**config.mk**
```make
export PLATFORM = sky130hd
export DESIGN_NAME = pc_pass_monitor
export DESIGN_NICKNAME = d
export VERILOG_FILES = /design/src/rtl/pc_pass_monitor.sv
export SDC_FILE = /design/constraint.sdc
export NUM_CORES = 1
export LEC_CHECK = 0
export CAP_MARGIN = 20
export CORE_MARGIN = 2
export CORE_UTILIZATION = 35
export CTS_CLUSTER_SIZE = 10
export DETAILED_ROUTE_END_ITERATION = 10
export DONT_BUFFER_PORTS = 1
export PLACE_DENSITY_LB_ADDON = 0.25
export SYNTH_ARGS = -nofsm -noshare
export SYNTH_HDL_FRONTEND = slang
export SYNTH_SLANG_ARGS = --single-unit
export TNS_END_PERCENT = 10
```
**constraint.sdc**
```tcl
create_clock -name clk -period 3.08 [get_ports clk]
set_input_delay 0.154 -clock clk [delete_from_list [all_inputs] [get_ports clk]]
set_output_delay 0.154 -clock clk [all_outputs]
set_load 0.1 [all_outputs]
```
**src/rtl/pc_pass_monitor.sv**
```systemverilog
// PC pass monitor: watches the core PC after arming and reports pass or timeout.
// Optional FAIL_ADDR trap state and fail output when PC_MON_FAIL_EN is defined.
module pc_pass_monitor #(
    parameter logic [31:0] PASS_ADDR  = 32'h0000_06B4,
    parameter logic [31:0] LAST_ADDR  = 32'h0000_0694,
    parameter int unsigned CHECK_LAST = 1,
`ifdef PC_MON_FAIL_EN
    parameter logic [31:0] FAIL_ADDR  = 32'h0000_0000,
`endif
    parameter logic [31:0] MAX_CYCLES = 32'd2000
) (
    input  logic        clk,
    input  logic        rst,
    input  logic        start,
    input  logic        clear,
    input  logic [31:0] pc_current,
    output logic        done,
    output logic        pass,
    output logic        timeout,
`ifdef PC_MON_FAIL_EN
    output logic        fail,
`endif
    output logic [31:0] cycle_count
);

    typedef enum logic [2:0] {
        IDLE,
        RUN,
        PASS,
        TIMEOUT
`ifdef PC_MON_FAIL_EN
        , FAIL
`endif
    } state_t;

    state_t      state_q;
    logic [31:0] prevPc_q;
    logic [31:0] cycleCount_q;
    logic        done_q;
    logic        pass_q;
    logic        timeout_q;
    logic [31:0] countInc_d;
    logic        passHit_d;
    logic        failHit_d;
    logic        timeHit_d;

    // All RUN decisions are made against the already-incremented count.
    always_comb begin
        countInc_d = cycleCount_q + 32'd1;
        passHit_d  = (pc_current == PASS_ADDR) &&
                     ((CHECK_LAST == 0) || (prevPc_q == LAST_ADDR));
        timeHit_d  = (countInc_d == MAX_CYCLES);
`ifdef PC_MON_FAIL_EN
        failHit_d  = (FAIL_ADDR != 32'h0) && (pc_current == FAIL_ADDR);
`else
        failHit_d  = 1'b0;
`endif
    end

`ifdef PC_MON_FAIL_EN
    logic fail_q;
`endif

    always_ff @(posedge clk or posedge rst) begin
        if (rst) begin
            state_q      <= IDLE;
            prevPc_q     <= 32'h0;
            cycleCount_q <= 32'h0;
            done_q       <= 1'b0;
            pass_q       <= 1'b0;
            timeout_q    <= 1'b0;
`ifdef PC_MON_FAIL_EN
            fail_q       <= 1'b0;
`endif
        end else if (clear) begin
            state_q      <= IDLE;
            cycleCount_q <= 32'h0;
            done_q       <= 1'b0;
            pass_q       <= 1'b0;
            timeout_q    <= 1'b0;
`ifdef PC_MON_FAIL_EN
            fail_q       <= 1'b0;
`endif
        end else begin
            case (state_q)
                IDLE: begin
                    if (start) begin
                        state_q      <= RUN;
                        prevPc_q     <= pc_current;
                        cycleCount_q <= 32'h0;
                    end
                end
                RUN: begin
                    cycleCount_q <= countInc_d;
                    prevPc_q     <= pc_current;
                    // Priority on a shared edge: pass, then fail, then timeout.
                    if (passHit_d) begin
                        state_q <= PASS;
                        done_q  <= 1'b1;
                        pass_q  <= 1'b1;
`ifdef PC_MON_FAIL_EN
                    end else if (failHit_d) begin
                        state_q <= FAIL;
                        done_q  <= 1'b1;
                        fail_q  <= 1'b1;
`endif
                    end else if (timeHit_d) begin
                        state_q   <= TIMEOUT;
                        done_q    <= 1'b1;
                        timeout_q <= 1'b1;
                    end
                end
                default: ;
            endcase
        end
    end

    assign done        = done_q;
    assign pass        = pass_q;
    assign timeout     = timeout_q;
    assign cycle_count = cycleCount_q;
`ifdef PC_MON_FAIL_EN
    assign fail        = fail_q;
`else
    logic unusedFail;
    assign unusedFail = failHit_d;
`endif

endmodule

```
==> run_results.csv, run 1 <==
group,metric,value,unit
sta,max_freq,0.364,GHz
floorplanning,dieArea,12100,µm²
finish,n_antenna_cell,0,
synth,synth_cell_type_count,55,
worst_setup_path,critical_path_required,3360,ps
placement,gp_congestion,0.841,
run,drv_cap,0,
finish,drive_gt1_share,25.8,%
clock_network,cts_buffers,9,
synth,ys_ff_latch,69,
synth,yosys-top-cells-count,"dfrtp_1 (69), o21ai_0 (42), nand2_1 (39), mux2_2 (32), nor2_1 (31)",
placement,port_buffers,0,
global_route,grt_max_degree,45,
sta,timing.final.crit_share,89.1,%
worst_setup_path,end_kind,"flop",
clock_network,clk_latency,360,ps
floorplanning,fp.dieH,110,µm
placement,place_inst,569,
worst_setup_path,cp_slowest_stage_delay,640,ps
synth,yosys_warnings,0,
worst_setup_path,crit_top_cell,"or4_4",
sta,finalSetupViolCount,0,
global_route,grt_pass1_wl,17900,µm
drt,drtAntennaViolNets,0,
synth,synth_most_common_cell,"dfrtp_1",
worst_setup_path,worstSetupStartpointType,"flop",
floorplanning,dieWidth,110,µm
worst_setup_path,critical-path-slowest-cell,"or4_4",
pwr,ir_drop,0.000233,V
pwr,intPower,0.00164,W
worst_setup_path,critical_path_arrival,3020,ps
sta,period_needed,2740,ps
floorplanning,coreArea,10900,µm²
synth,synth_enable_flop_cells,0,
floorplanning,io-pin-count,71,
global_route,grt_pass1_vias,3551,
synth,synthCells,416,
synth,synth.area.top_cells,"dfrtp_1 (44%), mux2_2 (9.2%), o21ai_0 (5.4%)",
placement,dp.final_hpwl,7690,µm
synth,synth_top_area_cell,"dfrtp_1",
pwr,p_leak,1.96,nW
synth,synth_flop_cell,"dfrtp_1",
synth,syn_nets,454,
sta,rsz0062_at_grt,"false",
global_route,grt_overflow_total,0,
clock_network,cts_tree,"built",
synth,synth_top_area_share,44.0,%
clock_network,htree_levels,3,
drt,dr.pass1.iters,4,
finish,area_growth,25.6,%
floorplanning,rows,38,
finish,nets,514,
pwr,seqPwrFrac,46.3,%
synth,async_flop_share,100,%
clock_network,cts-root-buf,"clkbuf_8",
clock_network,clkSinkCount,69,
pwr,clockPowerShare,43.9,%
pwr,p_sw_share,25.0,%
sta,drv_slew,0,
floorplanning,initial_utilization,36.0,%
worst_setup_path,cp_max_fo,12,
clock_network,clock_path_buffers,2,
sta,finClkSkew,10.5,ps
synth,avgSynthCellArea,9.43,µm²
worst_setup_path,critPathKind,"flop to flop",
synth,synth_seq_area_share,44.0,%
drt,drcViolationCount,0,
worst_setup_path,cp_cell_sequence,"nand3_2 > or4_4 > or4_4 > xor2_1 > o211ai_1 > or4_4 > a211oi_2",
pwr,pwr_density_cell,443,nW/µm²
status,outcome,"complete, no violations",
pwr,net-switching-power,0.000546,W
finish,fin_area,4930,µm²
clock_network,path_clk_slew,90,ps
sta,tightest_slew,940,ps
placement,dpl_cell_area,4310,µm²
drt,viasPerCell,5.58,
min_path,hold_path_class,"input pin to flop",
finish,final_util,45.3,%
finish,nFillCells,1057,
global_route,grt_usage,19.3,%
global_route,antenna_found_initial,0,
pwr,p_comb_share,9.8,%
synth,netlist_area,3920,µm²
clock_network,ctsResizeCount,0,
drt,vias,3468,
drt,drt_iter0_markers,226,
sta,tns,0,ps
finish,layout.cells.non_filler,621,
drt,wirelength,11100,µm
sta,relSlewSlack,37.3,%
drt,wl_per_cell,17.8,µm
sta,hold_viol,0,
## routing by layer
layer	track usage [%]	wire, µm	up-vias
met2	33.1	5210	107
li1	-	-	1670
met1	23.6	4960	1679
met4	5.24	161	0
met5	0	0	-
met3	5.57	750	12
## state kept, by name, indices dropped and copies added (netlist names)
signal / flops
cycle_count: 32
prevPc_q: 32
timeout: 1
state_q: 2
pass: 1
done: 1
## area by class of cell
cell class / count / area, µm² / share of cell area (%)
multi-input combinational: 314 / 2060 / 41.8
clock buffer: 9 / 124 / 2.51
inverter: 4 / 15.0 / 0.305
clock inverter: 7 / 130 / 2.64
sequential: 69 / 1750 / 35.5
timing repair buffer: 78 / 676 / 13.7
tap: 140 / 175 / 3.55
## worst paths after layout
path                                start         endpoint  slack, ps  cells past startpoint
max                        cycle_count[5]       state_q[1]        340                      7
min                                 clear             done         30                      3
max reg2reg                cycle_count[5]       state_q[1]        340                      7
min reg2reg                   prevPc_q[8]      prevPc_q[8]        510                      1
max in group asynchronous             rst  cycle_count[21]       1850                      3
min in group asynchronous             rst     prevPc_q[14]        440                      2
## cell usage in the layout (no fill, tap or decap), types with 2 or more instances in the layout
cell           synthesis  routed
bufinv_16              0       3
or4_4                  1       3
nand2b_1               3       3
nand2_1               39      39
inv_1                  4       3
and2_1                 3       3
a21o_1                 2       2
nand4_1               17      17
nand4b_1               3       3
nand3_2                2       2
xnor2_1                7       7
xor2_1                 7       7
nor2b_1                2       2
buf_4                  1      42
a31oi_1                7       7
o22ai_1                2       2
dfrtp_1               69      51
and3_1                 6       6
nor4b_1                4       4
and4_1                 4       4
nor2_1                31      30
nor4bb_1               2       2
dlygate4sd3_1          0      36
o41ai_1                2       2
ha_1                   2       2
nor4_1                18      18
nor3_1                 8       8
inv_8                  0       2
a21oi_1               13      13
a22oi_1                2       2
dfrtp_2                0      18
or3_1                  2       2
o21ai_0               42      42
clkbuf_8               0       9
o31ai_1               14      14
nand3_1               15      15
o211ai_1               2       2
mux2_2                32      32
## worst max-delay path: cells and delay by family (launching register included)
kind             cells  cell delay (ps)
AND/OR/NAND/NOR      4             1860
flip-flops           1              370
XOR/XNOR             1              150
AO/OA/AOI/OAI        2              280
## power groups by stage
stage	combinational (W)	sequential [W]	clock (W)
2_1_floorplan	0.000133	0.00103	0
3_3_place_gp	0.000172	0.00102	0
3_5_place_dp	0.000177	0.00103	0
4_1_cts	0.000217	0.00101	0.000981
5_1_grt	0.000236	0.00102	0.00102
6_report	0.000214	0.00101	0.000961
## cells by family (layout without fill, tap and decap cells)
group           count (synthesis)  after routing  synth area share, %
xor+xnor                       14             14                 3.13
buf+inv                        33             98                 4.05
fa+ha+maj                       2              2                0.638
mux                            32             32                 9.18
compound gates                 95             95                 14.7
flops                          69             69                 44.0
simple gates                  171            171                 24.3
## what timing repair did
item	in CTS	in global routing
hold endpoints to repair	78	0
hold buffers	36	0
setup buffers	0	0
## per-stage QoR
stage / setup WS, ps / power [W] / hold slack [ps]
after CTS: 339 / 0.00221 / 14.3
after floorplan: 2.61 / 0.00116 / 305
final: 336 / 0.00219 / 28.8
after global routing: 214 / 0.00228 / 33.5
after global placement: 383 / 0.00120 / 215
after detailed placement: 364 / 0.00121 / 216
Note: power is estimated with default switching activity, not from simulation.
==> run 2, diff against run 1 <==
--- a/config.mk
+++ b/config.mk
@@ -5,9 +5,9 @@
 export SDC_FILE = /design/constraint.sdc
 export NUM_CORES = 1
 export LEC_CHECK = 0
-export CAP_MARGIN = 20
+export ABC_AREA = 1
 export CORE_MARGIN = 2
-export CORE_UTILIZATION = 35
+export CORE_UTILIZATION = 60
 export CTS_CLUSTER_SIZE = 10
 export DETAILED_ROUTE_END_ITERATION = 10
 export DONT_BUFFER_PORTS = 1
==> run_results.csv, run 2 <==
group,metric,value,unit
status,outcome,"complete, no violations",
worst_setup_path,end_kind,"flop",
floorplanning,dieWidth,85.6,µm
clock_network,path_clk_slew,90,ps
sta,drv_slew,0,
synth,synth_top_area_cell,"dfrtp_1",
sta,hold_viol,0,
floorplanning,fp.dieH,85.6,µm
clock_network,cts-root-buf,"clkbuf_8",
clock_network,clk_latency,360,ps
finish,multi_input_area,1960,µm²
finish,drive_gt1_share,17.3,%
pwr,p_sw_share,34.7,%
finish,area_growth,21.4,%
global_route,grt_max_degree,44,
synth,synth_flop_cell,"dfrtp_1",
placement,port_buffers,0,
finish,final_common_cell,"nand2_1",
pwr,p_leak,2.21,nW
floorplanning,initial_utilization,62.6,%
pwr,intPower,0.00178,W
synth,avgSynthCellArea,7.46,µm²
worst_setup_path,critical-path-slowest-cell,"dfrtp_1",
worst_setup_path,cp_max_fo,8,
sta,relSlewSlack,36.3,%
drt,drtAntennaViolNets,0,
synth,synthCells,536,
drt,vias,4012,
finish,final_util,76.0,%
drt,viasPerCell,5.83,
clock_network,cts_tree,"built",
floorplanning,rows,29,
finish,ff_latch_area,1730,µm²
global_route,grt_pass1_vias,4228,
finish,nets,644,
pwr,clockPowerShare,28.5,%
pwr,p_comb_share,24.8,%
clock_network,post_cts_buffers,0,
sta,fin_ws,757,ps
synth,ys_ff_latch,69,
pwr,power,0.00273,W
clock_network,clkSinkCount,69,
sta,finalSetupViolCount,0,
worst_setup_path,critPathKind,"flop to flop",
worst_setup_path,cp_cell_sequence,"buf_4 > nand2_1 > nor2_4 > nand2_4 > nor2_8 > nand2_2 > nand2_1 > nand2_1 > nor2_1 > nand2_1 > nor2_1 > nand3_1 > nand2_2 > nand2_1 > nand2_1 > nand2_1",
global_route,antenna_found_initial,0,
sta,finClkSkew,14.2,ps
finish,nFillCells,471,
pwr,net-switching-power,0.000946,W
clock_network,clock_path_buffers,2,
global_route,grt_pass1_wl,19200,µm
sta,tns,0,ps
global_route,grt_usage,33.5,%
finish,layout_common_cells,"nand2_1 (160), nor2_1 (69), dfrtp_1 (69), inv_1 (66), buf_4 (37)",
drt,wl_per_cell,16.8,µm
synth,synth_top_area_share,43.2,%
finish,fin_area,4850,µm²
placement,dpl_cell_area,4340,µm²
pwr,seqPwrFrac,46.7,%
global_route,grt_overflow_total,0,
synth,yosys-top-cells-count,"nand2_1 (160), dfrtp_1 (69), nor2_1 (69), inv_1 (67), nand3_1 (31)",
worst_setup_path,cp_slowest_stage_delay,350,ps
sta,period_needed,2320,ps
sta,tightest_slew,955,ps
pwr,ir_drop,0.000543,V
synth,synth.area.top_cells,"dfrtp_1 (43%), nand2_1 (15%), nor2_1 (6.5%)",
sta,max_freq,0.431,GHz
clock_network,cts_buffers,9,
drt,wirelength,11600,µm
placement,place_ws,792,ps
worst_setup_path,critical_path_arrival,2580,ps
min_path,whs_path_depth,2,
drt,drt_iter0_markers,365,
finish,n_antenna_cell,0,
clock_network,htree_levels,3,
synth,yosys_warnings,0,
worst_setup_path,worstSetupStartpointType,"flop",
run,drv_cap,0,
placement,gp_congestion,0.937,
synth,async_flop_share,100,%
min_path,hold_path_class,"input pin to flop",
floorplanning,io-pin-count,71,
synth,synth_enable_flop_cells,0,
synth,syn_nets,574,
worst_setup_path,critical_path_required,3340,ps
floorplanning,coreArea,6390,µm²
synth,netlist_area,4000,µm²
placement,dp.final_hpwl,7630,µm
synth,synth_seq_area_share,43.2,%
drt,dr.pass1.iters,7,
synth,synth_most_common_cell,"nand2_1",
synth,synth_cell_type_count,28,
worst_setup_path,crit_top_cell,"nand2_1",
sta,timing.final.crit_share,75.4,%
pwr,pwr_density_cell,562,nW/µm²
floorplanning,dieArea,7330,µm²
sta,rsz0062_at_grt,"false",
drt,drcViolationCount,0,
worst_setup_path,r2r_cells,16,
-- run 2: changes by cell type in the layout (fill, tap and decap cells not counted), moves of 9 or more --
cell and change:
dfrtp_1 +18, dfrtp_2 -18, inv_1 +63, mux2_2 -11
nand2_1 +121, nand3_1 +16, nand4_1 -9, nor2_1 +39
o21ai_0 -27, o22ai_1 +20, o31ai_1 -14
-- run 2: timing repair --
item | in CTS | in global routing
endpoints found under the hold margin | 72 | 0
gates resized for setup | 0 | 0
hold buffers | 32 | 0
-- run 2: worst max-delay path, delay by kind of cell (launching register included) --
family        cells  cell delay, ps
buf+inv           1             300
flops             1             350
simple gates     15            1540
-- run 2: layer usage --
layer	global-route usage [%]	wire (µm)	vias up
met2	60.4	5890	232
met1	38.0	4250	1867
met5	0	0	-
met3	6.35	1010	46
met4	15.9	409	0
li1	-	-	1867
-- run 2: final timing paths --
check | slack (ps) | to | startpoint
max in group asynchronous | 1730 | prevPc_q[3] | rst
max | 760 | state_q[0] | cycle_count[4]
max reg2reg | 760 | state_q[0] | cycle_count[4]
min reg2reg | 520 | prevPc_q[4] | prevPc_q[4]
min in group asynchronous | 440 | cycle_count[4] | rst
min | 10 | done | clear
-- run 2: logic make-up (layout without fill, tap and decap cells) --
kind of cell | after synthesis | after routing | synth area share, %
compound gates | 49 | 49 | 7.10
xor+xnor | 6 | 6 | 1.50
fa+ha+maj | 2 | 2 | 0.626
buf+inv | 82 | 157 | 7.70
flops | 69 | 69 | 43.2
mux | 21 | 21 | 5.91
simple gates | 307 | 307 | 34.0
-- run 2: area by class of cell --
cell class,instances,share of cell area (%)
Clock inverter,7,1.52
Clock buffer,9,2.55
Multi-Input combinational cell,385,40.5
Sequential cell,69,35.6
Inverter,72,5.57
Tap cell,77,1.99
Timing Repair Buffer,69,12.3
-- run 2: power groups by stage --
| stage | clock network, W | logic (W) | registers, W |
|---|---|---|---|
| after floorplan | 0 | 0.000433 | 0.00130 |
| after global placement | 0 | 0.000587 | 0.00125 |
| after detailed placement | 0 | 0.000615 | 0.00127 |
| after CTS | 0.000768 | 0.000652 | 0.00125 |
| after global routing | 0.000802 | 0.000735 | 0.00129 |
| final | 0.000777 | 0.000677 | 0.00127 |
-- run 2: metrics by stage --
stage	hold slack, ps	cells
2_1_floorplan	210	536
3_3_place_gp	211	640
3_5_place_dp	212	640
6_report	10.3	688
4_1_cts	5.79	688
5_1_grt	17.1	688
